File: src/rtl/p3p_pkg.sv
// rtl/p3p_pkg.sv - shared datapath types and SRAM arbiter constants
package p3p_pkg;

    // Signed sample word shared by gdp_controller, normaliser and send
    typedef logic signed [15:0] num;

    // SRAM word address
    typedef logic [20:0] addr_t;

    // Arbiter transaction phases
    typedef enum logic [1:0] {
        IDLE  = 2'd0,
        ISSUE = 2'd1,
        WAIT  = 2'd2,
        DONE  = 2'd3
    } arb_state_t;

    // Requester slots on the arbiter
    localparam int REQ_GDP  = 0;
    localparam int REQ_NORM = 1;
    localparam int REQ_SEND = 2;

endpackage

File: src/rtl/rr_pick.sv
// rtl/rr_pick.sv - combinational round-robin priority picker
module rr_pick #(
    parameter int N     = 3,
    parameter int IDX_W = (N > 1) ? $clog2(N) : 1
) (
    input  logic [N-1:0]     i_req,
    input  logic [IDX_W-1:0] i_last,
    output logic [N-1:0]     o_onehot,
    output logic [IDX_W-1:0] o_idx,
    output logic             o_any
);

    logic [IDX_W-1:0] w_cand;

    // Scan upward from the slot after the last winner, wrapping, first hit wins
    always_comb begin
        o_onehot = '0;
        o_idx    = '0;
        o_any    = 1'b0;
        w_cand   = '0;
        for (int k = 1; k <= N; k++) begin
            w_cand = IDX_W'((int'(i_last) + k) % N);
            if (!o_any && i_req[w_cand]) begin
                o_any            = 1'b1;
                o_idx            = w_cand;
                o_onehot[w_cand] = 1'b1;
            end
        end
    end

endmodule

File: src/rtl/sram_arbiter.sv
// rtl/sram_arbiter.sv - round-robin request/grant scheduler in front of the SRAM unit
module sram_arbiter
    import p3p_pkg::*;
#(
    parameter int N_REQ   = 3,
    parameter int ADDR_W  = 21,
    parameter int TIMEOUT = 64
) (
    input  logic                    clk,
    input  logic                    reset,
    input  logic [N_REQ-1:0]        req,
    input  logic [N_REQ-1:0]        req_we,
    input  logic [N_REQ*ADDR_W-1:0] req_addr,
    input  logic [N_REQ*16-1:0]     req_wdata,
    output logic [N_REQ-1:0]        gnt,
    output logic [N_REQ-1:0]        done,
    output logic [N_REQ-1:0]        err,
    output logic [15:0]             rdata,
    input  logic                    sram_idle,
    input  logic                    sram_ready,
    input  logic [15:0]             sram_rdata,
    output logic                    read_sram,
    output logic                    write_sram,
    output logic [ADDR_W-1:0]       sram_addr_o,
    output logic [15:0]             sram_wdata_o,
    output logic                    busy
);

    localparam int IDX_W = (N_REQ > 1) ? $clog2(N_REQ) : 1;
    localparam int CNT_W = $clog2(TIMEOUT + 1);

    arb_state_t         r_state;
    arb_state_t         w_next;
    logic [IDX_W-1:0]   r_last_gnt;
    logic               r_we;
    logic [CNT_W-1:0]   r_cnt;

    logic [N_REQ-1:0]   w_pick_onehot;
    logic [IDX_W-1:0]   w_pick_idx;
    logic               w_pick_any;
    logic               w_latch;
    logic               w_finish;
    logic               w_timeout;
    logic [ADDR_W-1:0]  w_sel_addr;
    num                 w_sel_wdata;
    logic               w_sel_we;

    rr_pick #(
        .N     (N_REQ),
        .IDX_W (IDX_W)
    ) u_rr_pick (
        .i_req    (req),
        .i_last   (r_last_gnt),
        .o_onehot (w_pick_onehot),
        .o_idx    (w_pick_idx),
        .o_any    (w_pick_any)
    );

    assign w_sel_addr  = req_addr[w_pick_idx*ADDR_W +: ADDR_W];
    assign w_sel_wdata = req_wdata[w_pick_idx*16 +: 16];
    assign w_sel_we    = req_we[w_pick_idx];
    assign busy        = (r_state != IDLE);

    // State register
    always_ff @(posedge clk or posedge reset) begin
        if (reset) begin
            r_state <= IDLE;
        end else begin
            r_state <= w_next;
        end
    end

    // Next-state decode; sram_ready is only honoured in WAIT, and beats a same-cycle timeout
    always_comb begin
        w_next    = r_state;
        w_latch   = 1'b0;
        w_finish  = 1'b0;
        w_timeout = 1'b0;
        case (r_state)
            IDLE: begin
                if (w_pick_any && sram_idle) begin
                    w_latch = 1'b1;
                    w_next  = ISSUE;
                end
            end
            ISSUE: begin
                w_next = WAIT;
            end
            WAIT: begin
                if (sram_ready) begin
                    w_finish = 1'b1;
                    w_next   = DONE;
                end else if (r_cnt == CNT_W'(TIMEOUT - 1)) begin
                    w_finish  = 1'b1;
                    w_timeout = 1'b1;
                    w_next    = DONE;
                end
            end
            DONE: begin
                w_next = IDLE;
            end
            default: begin
                w_next = IDLE;
            end
        endcase
    end

    // Latch the winner's command and raise its strobe so it is visible during ISSUE
    always_ff @(posedge clk or posedge reset) begin
        if (reset) begin
            r_last_gnt   <= IDX_W'(N_REQ - 1);
            r_we         <= 1'b0;
            sram_addr_o  <= '0;
            sram_wdata_o <= '0;
            read_sram    <= 1'b0;
            write_sram   <= 1'b0;
        end else begin
            read_sram  <= 1'b0;
            write_sram <= 1'b0;
            if (w_latch) begin
                r_last_gnt   <= w_pick_idx;
                r_we         <= w_sel_we;
                sram_addr_o  <= w_sel_addr;
                sram_wdata_o <= w_sel_wdata;
                read_sram    <= ~w_sel_we;
                write_sram   <= w_sel_we;
            end
        end
    end

    // Cycles since the strobe: zero during ISSUE, so the abort lands TIMEOUT cycles after it
    always_ff @(posedge clk or posedge reset) begin
        if (reset) begin
            r_cnt <= '0;
        end else if (w_latch) begin
            r_cnt <= '0;
        end else if ((r_state == ISSUE) || (r_state == WAIT && !w_finish)) begin
            r_cnt <= r_cnt + CNT_W'(1);
        end
    end

    // Grant lifetime, completion/error pulses and read data capture
    always_ff @(posedge clk or posedge reset) begin
        if (reset) begin
            gnt   <= '0;
            done  <= '0;
            err   <= '0;
            rdata <= '0;
        end else begin
            done <= '0;
            err  <= '0;
            if (w_latch) begin
                gnt <= w_pick_onehot;
            end else if (r_state == DONE) begin
                gnt <= '0;
            end
            if (w_finish) begin
                done <= gnt;
                err  <= w_timeout ? gnt : '0;
                if (!w_timeout && !r_we) begin
                    rdata <= sram_rdata;
                end
            end
        end
    end

endmodule

File: config.mk
export PLATFORM = sky130hd
export DESIGN_NAME = sram_arbiter
export DESIGN_NICKNAME = d
export VERILOG_FILES = /design/src/rtl/p3p_pkg.sv /design/src/rtl/rr_pick.sv /design/src/rtl/sram_arbiter.sv
export SDC_FILE = /design/constraint.sdc
export NUM_CORES = 1
export LEC_CHECK = 0
export BUFFER_PORTS_ARGS = -buffer_cell sky130_fd_sc_hd__buf_2
export CAP_MARGIN = 5
export CELL_PAD_IN_SITES_DETAIL_PLACEMENT = 1
export CELL_PAD_IN_SITES_GLOBAL_PLACEMENT = 1
export CORE_MARGIN = 5
export CORE_UTILIZATION = 39
export DETAILED_ROUTE_END_ITERATION = 7
export PLACE_DENSITY = 0.9
export SLEW_MARGIN = 20
export SYNTH_ARGS = -nofsm -noshare
export SYNTH_HDL_FRONTEND = slang
export SYNTH_SLANG_ARGS = --single-unit
File: constraint.sdc
create_clock -name clk -period 5.7 [get_ports clk]
set_clock_uncertainty 0.05 [all_clocks]
set_input_delay 1.14 -clock clk [delete_from_list [all_inputs] [get_ports clk]]
set_output_delay 1.14 -clock clk [all_outputs]
set_load 0.01 [all_outputs]
Yosys cells after proc, flatten, opt, wreduce, memory -nomap -nowiden
Index checks and enable logic that the tools add are counted.
- flip-flop bits (word level): 76
- input port bits: 137
- output and inout port bits: 65
- logic and storage cells: 101
- add/sub/neg operators: 4
- multipliers: 1
- divide/modulo/power cells: 3
- order comparisons: 7
- eq/ne operators: 6
- shift operators: 2
- mux-type cells: 43
- bitwise operators: 3
- reduce and logical (&&, ||, !) cells: 20
- operator list (kind ; number):
    modulo 32 x 3 -> 32 bit, second input constant ; 3
    indexed part select 63 x 8 -> 21 bit ; 1
    indexed part select 48 x 7 -> 16 bit ; 1
    two-way mux 3 bit ; 8
    two-way mux 1 bit ; 19
    two-way mux 7 bit ; 2
    < comparator 2 x 3 -> 1 bit, second input constant ; 4
    two-way mux 2 bit ; 6
    binary-select mux 1 bit (select 2 bit) ; 4
    logical AND 1 bit ; 8
    one-hot mux 2 bit (4 select lines) ; 1
    adder 7 x 1 -> 7 bit, second input constant ; 1
    == test 7 x 6 -> 1 bit, second input constant ; 1
    multiplier 2 x 5 -> 7 bit, second input constant ; 1
    adder 2 x 2 -> 3 bit, second input constant ; 2
    demux 1 bit (select 2 bit) ; 3
    greater-or-equal comparator 2 x 1 -> 1 bit, second input constant ; 3
    bitwise OR 3 bit ; 2
    nonzero test 2 bit ; 3
    zero test 1 bit ; 5
    == test 2 bit, second input constant ; 2
    AND reduction 2 bit ; 2
    adder 2 x 1 -> 3 bit, second input constant ; 1
    != test 3 bit, second input constant ; 1
    other kinds (5) ; 5

Longest topological paths before layout
- depth in word-level cells: 15
- mapped depth: 10
- mapped depth without buffers: 7

Modules after synthesis
From an unflattened synthesis, not the netlist that was laid out.
- cells, all modules: 420
- area total of the unflattened synthesis: 4000.1 µm²
- by module, submodules not included (module ; times used ; cells each ; area each (µm²) ; sequential area each (µm²)):
    sram_arbiter ; 1 ; 379 ; 3702.3 ; 1903.1
    rr_pick ; 1 ; 41 ; 297.8 ; 0.0

Least setup slack after synthesis
OpenSTA, ideal clock, no wires.
- path type: input to register
- from: in req[2]
- to: reg sram_wdata_o[7]
- library setup time: 0.134 ns
- data arrival time: 2.486 ns
- data required time: 5.516 ns
- setup slack: 3.030 ns
- stages on the path: 7
- buffers on the path: 2
- path through: and3b_1 a311o_1 a22o_1 buf_6 buf_6 a221oi_2 o31ai_2
- longest elaborated chain between the ends: 12
- elaborated cells on any way between the ends: 20
- those cells by class: shift: 1; mux: 14; reduce/logical: 5
- ends and longest elaborated chain (element ; RTL line ; source):
    from (decl) ; sram_arbiter.sv:11 ; input logic [N_REQ-1:0] req,
    branches (longest 12 deep; another with indexed part select 48 x 7 -> 16 bit) ; - ;
    to (signal assigned) ; sram_arbiter.sv:124 ; sram_wdata_o <= w_sel_wdata;
    to (decl) ; sram_arbiter.sv:25 ; output logic [15:0] sram_wdata_o,
Parallel ways; which one is timed is not known. The select of a mux whose other input is x is not followed.
A chain may end at the register's enable or synchronous reset.

Worst setup path after layout
- from: reg r_last_gnt[0]
- to: reg sram_wdata_o[12]
- longest elaborated chain between the ends: 14
- elaborated cells on any way between the ends: 26
- those cells by class: add/sub: 3; div: 3; shift: 1; mux: 14; reduce/logical: 5
- ends and longest elaborated chain (element ; RTL line ; source):
    from (decl) ; sram_arbiter.sv:34 ; logic [IDX_W-1:0] r_last_gnt;
    from (signal assigned) ; sram_arbiter.sv:111 ; r_last_gnt <= IDX_W'(N_REQ - 1);
    from (signal assigned) ; sram_arbiter.sv:121 ; r_last_gnt <= w_pick_idx;
    branches (longest 14 deep; another with modulo 32 x 3 -> 32 bit) ; - ;
Parallel ways; which one is timed is not known. The select of a mux whose other input is x is not followed.

==> run_results.csv <==
group,metric,value,unit
logic_synthesis,ys_ff_latch,76,
placement,dp_hpwl,12400,um
global_routing,antenna_found_initial,0,
timing,hold_viol,0,
die,initial_utilization,40.2,%
logic_synthesis,synth_ff_type,"dfrtp_1",
timing,max_clock_freq,246,MHz
clocking,cts_sinks,76,
logic_synthesis,netlist_area,4890,um^2
drt,drt-initial-drc-count,318,
worst_hold_path,hp-class,"flop to flop",
timing,holdWs,427,ps
global_routing,grt_max_degree,87,
setup_path,crit_path_cell_trace,"inv_1 > ha_1 > nand3b_4 > o21a_1 > o311ai_4 > buf_4 > a221oi_2 > o31ai_1",
setup_path,arrival,4240,ps
drt,post_dr_wirelength_cell,21.0,um
die,design.die.area,14900,um^2
logic_synthesis,post-synth-top-area-cell,"dfrtp_1",
die,placementRows,40,
drt,route.vias.total,4783,
drt,drtPass1Iterations,5,
clocking,path_clk_slew,60,ps
setup_path,timing.critical_path.slowest_cell_delay,950,ps
logic_synthesis,post_synthesis_net_count,632,
global_routing,number_of_global_route_vias_before_repair,5119,
final_layout,layout.cells.most_common,"buf_2",
die,coreArea,12200,um^2
clocking,cts_tree,"built",
placement,dp_cells,812,
setup_path,timing_worst_setup_path_type,"flop to flop",
setup_path,timing.critical_path.fanout_max,43,
global_routing,grt_first_pass_wirelength,27100,um
die,die_width,122,um
pwr,power.total,3920,uW
die,die_h,122,um
setup_path,worst_path_max_delay_cell,"o311ai_4",
drt,route.antenna.remaining_nets,0,
logic_synthesis,postSynth.asyncResetShare,100,%
die,top_level_ports,202,
global_routing,grt.overflow.total,0,
clocking,holdBufCountCts,0,
final_layout,post_layout_nonfiller_instances,828,
setup_path,crit_path_start_kind,"flop",
logic_synthesis,yosys.cell_types.count,53,
setup_path,worstPathRequired,5870,ps
clocking,post-cts-setup-buffers,0,
run,max-cap-violations,0,
timing,timing.max_slew.rel_slack,27.0,%
timing,setup_tns,0,ps
timing,period_needed,4070,ps
pwr,power.static_leakage,0.00299,uW
final_layout,area_delta_synth_final,26.7,%
final_layout,post-route-cell-area,6190,um^2
final_layout,layout.cells.most_common_list,"201 x buf_2, 75 x dfrtp_1, 47 x inv_1",
final_layout,final_layout_size_suffix_gt1_share,44.7,%
pwr,max-vdd-ir-drop,372,uV
setup_path,crit_path_end_kind,"flop",
final_layout,finalNetCount,802,
timing,setup_violations,0,
clocking,clock-root-buffer,"clkbuf_16",
logic_synthesis,synth_top_cells_by_area,"dfrtp_1 38%, a221oi_2 13%, a221oi_1 6.3%",
final_layout,num_antenna_cells,0,
logic_synthesis,post-synth-top-area-fraction,38.4,%
clocking,cts.path.max_buffers,2,
clocking,worst_skew_pair.late_latency,330,ps
drt,drc,0,
logic_synthesis,synth_sequential_area_ratio,39.0,%
placement,gp_routability_congestion,0.849,
logic_synthesis,synth-edff-count,0,
drt,drt-total-wl,17400,um
timing,least_margin_pin_slew,1090,ps
placement,port-buffer-count,201,
pwr,pwr_density_cell,633,nW/um^2
global_routing,grt_util_all_layers,23.1,%
clocking,htree_levels,3,
placement,placed_cell_area,5920,um^2
timing,grt_setup_unrepaired,"no",
logic_synthesis,synth.avg_cell_area,10.1,um^2
run_status,outcome,"finished clean",
drt,vias_per_cell,5.78,
logic_synthesis,synthesis.yosys.warnings,0,
logic_synthesis,synthCells,485,
timing,post-route-period-util,71.4,%
clocking,cts_resized,0,
timing,report.final.slew_viol_count,0,
clocking,cts_buffers,9,
layer usage:
| layer | share of wire (%) | GRT usage (%) | wire, um | up-vias |
|---|---|---|---|---|
| li1 | - | - | - | 2164 |
| met1 | 40 | 28.9 | 6890 | 2325 |
| met2 | 48 | 37.5 | 8320 | 256 |
| met3 | 9.0 | 6.45 | 1570 | 38 |
| met4 | 3.3 | 9.87 | 578 | 0 |
| met5 | 0 | 0 | 0 | - |
layout make-up:
cell class                      count  area [um^2]
Multi-Input combinational cell    312         2560
Clock buffer                       10          229
Timing Repair Buffer              208         1060
Fill cell                        1443         5970
Inverter                           48          181
Sequential cell                    76         1900
Tap cell                          168          210
Clock inverter                      6         41.3
cell usage after synthesis, types with 3 or more instances:
master and number:
o21ai_0 7, nand2b_1 3, o31ai_1 37, a221oi_2 41, nand2_1 44, buf_4 3
o21ai_1 3, nor2b_1 3, a21oi_1 5, nor3_1 41, inv_1 48, a221oi_1 35
buf_6 8, nand3b_1 4, xor2_1 5, nor2_1 11, mux2i_1 4, and2_1 6
o21a_1 4, dfrtp_1 75, ha_1 10, clkbuf_1 21, mux2_2 17, buf_2 16
per-stage QoR:
step / utilization, % / setup slack [ps]
final: 50.9 / 1630
after global routing: 50.9 / 1400
after CTS: 50.9 / 1660
after detailed placement: 48.6 / 1540
after global placement: 48.6 / 1690
after floorplan: - / 2570
cell families after synthesis:
logic type	share of synthesized area [%]
AO/OA/AOI/OAI	30.3
buffers and inverters	9.32
adder cells (fa/ha/maj)	2.56
flip-flops	39.0
AND/OR/NAND/NOR	12.5
XOR/XNOR	1.08
multiplexers	5.33
final timing paths:
kind	from	to	slack, ps	cells after the start
max in group asynchronous	reset	sram_addr_o[3]	4160	3
min in group asynchronous	reset	rdata[9]	940	3
hold reg to reg	sram_wdata_o[9]	sram_wdata_o[9]	430	2
setup reg to reg	r_last_gnt[0]	sram_wdata_o[12]	1630	8
setup / recovery	r_last_gnt[0]	sram_wdata_o[12]	1630	8
hold / removal	sram_wdata_o[9]	sram_wdata_o[9]	430	2
registers in the layout (all words and copies together) (netlist names):
name / count
sram_addr_o: 21
rdata: 16
sram_wdata_o: 16
r_cnt: 7
done: 3
err: 3
gnt: 3
r_last_gnt: 2
r_state: 2
r_we: 1
read_sram: 1
write_sram: 1
power by group:
group | leakage (uW) | internal, uW | switching [uW] | total, uW
Sequential | 0.000960 | 767 | 135 | 902
Combinational | 0.00190 | 899 | 1590 | 2490
Clock | 0.000124 | 294 | 231 | 525
Total | 0.00299 | 1960 | 1960 | 3920
critical path, delay by kind of cell (launching register included):
kind	cells	cell delay, ps
compound gates	4	1760
fa+ha+maj	1	610
buf+inv	2	540
flops	1	400
simple gates	1	570
Power figures use the tool's default switching activity.
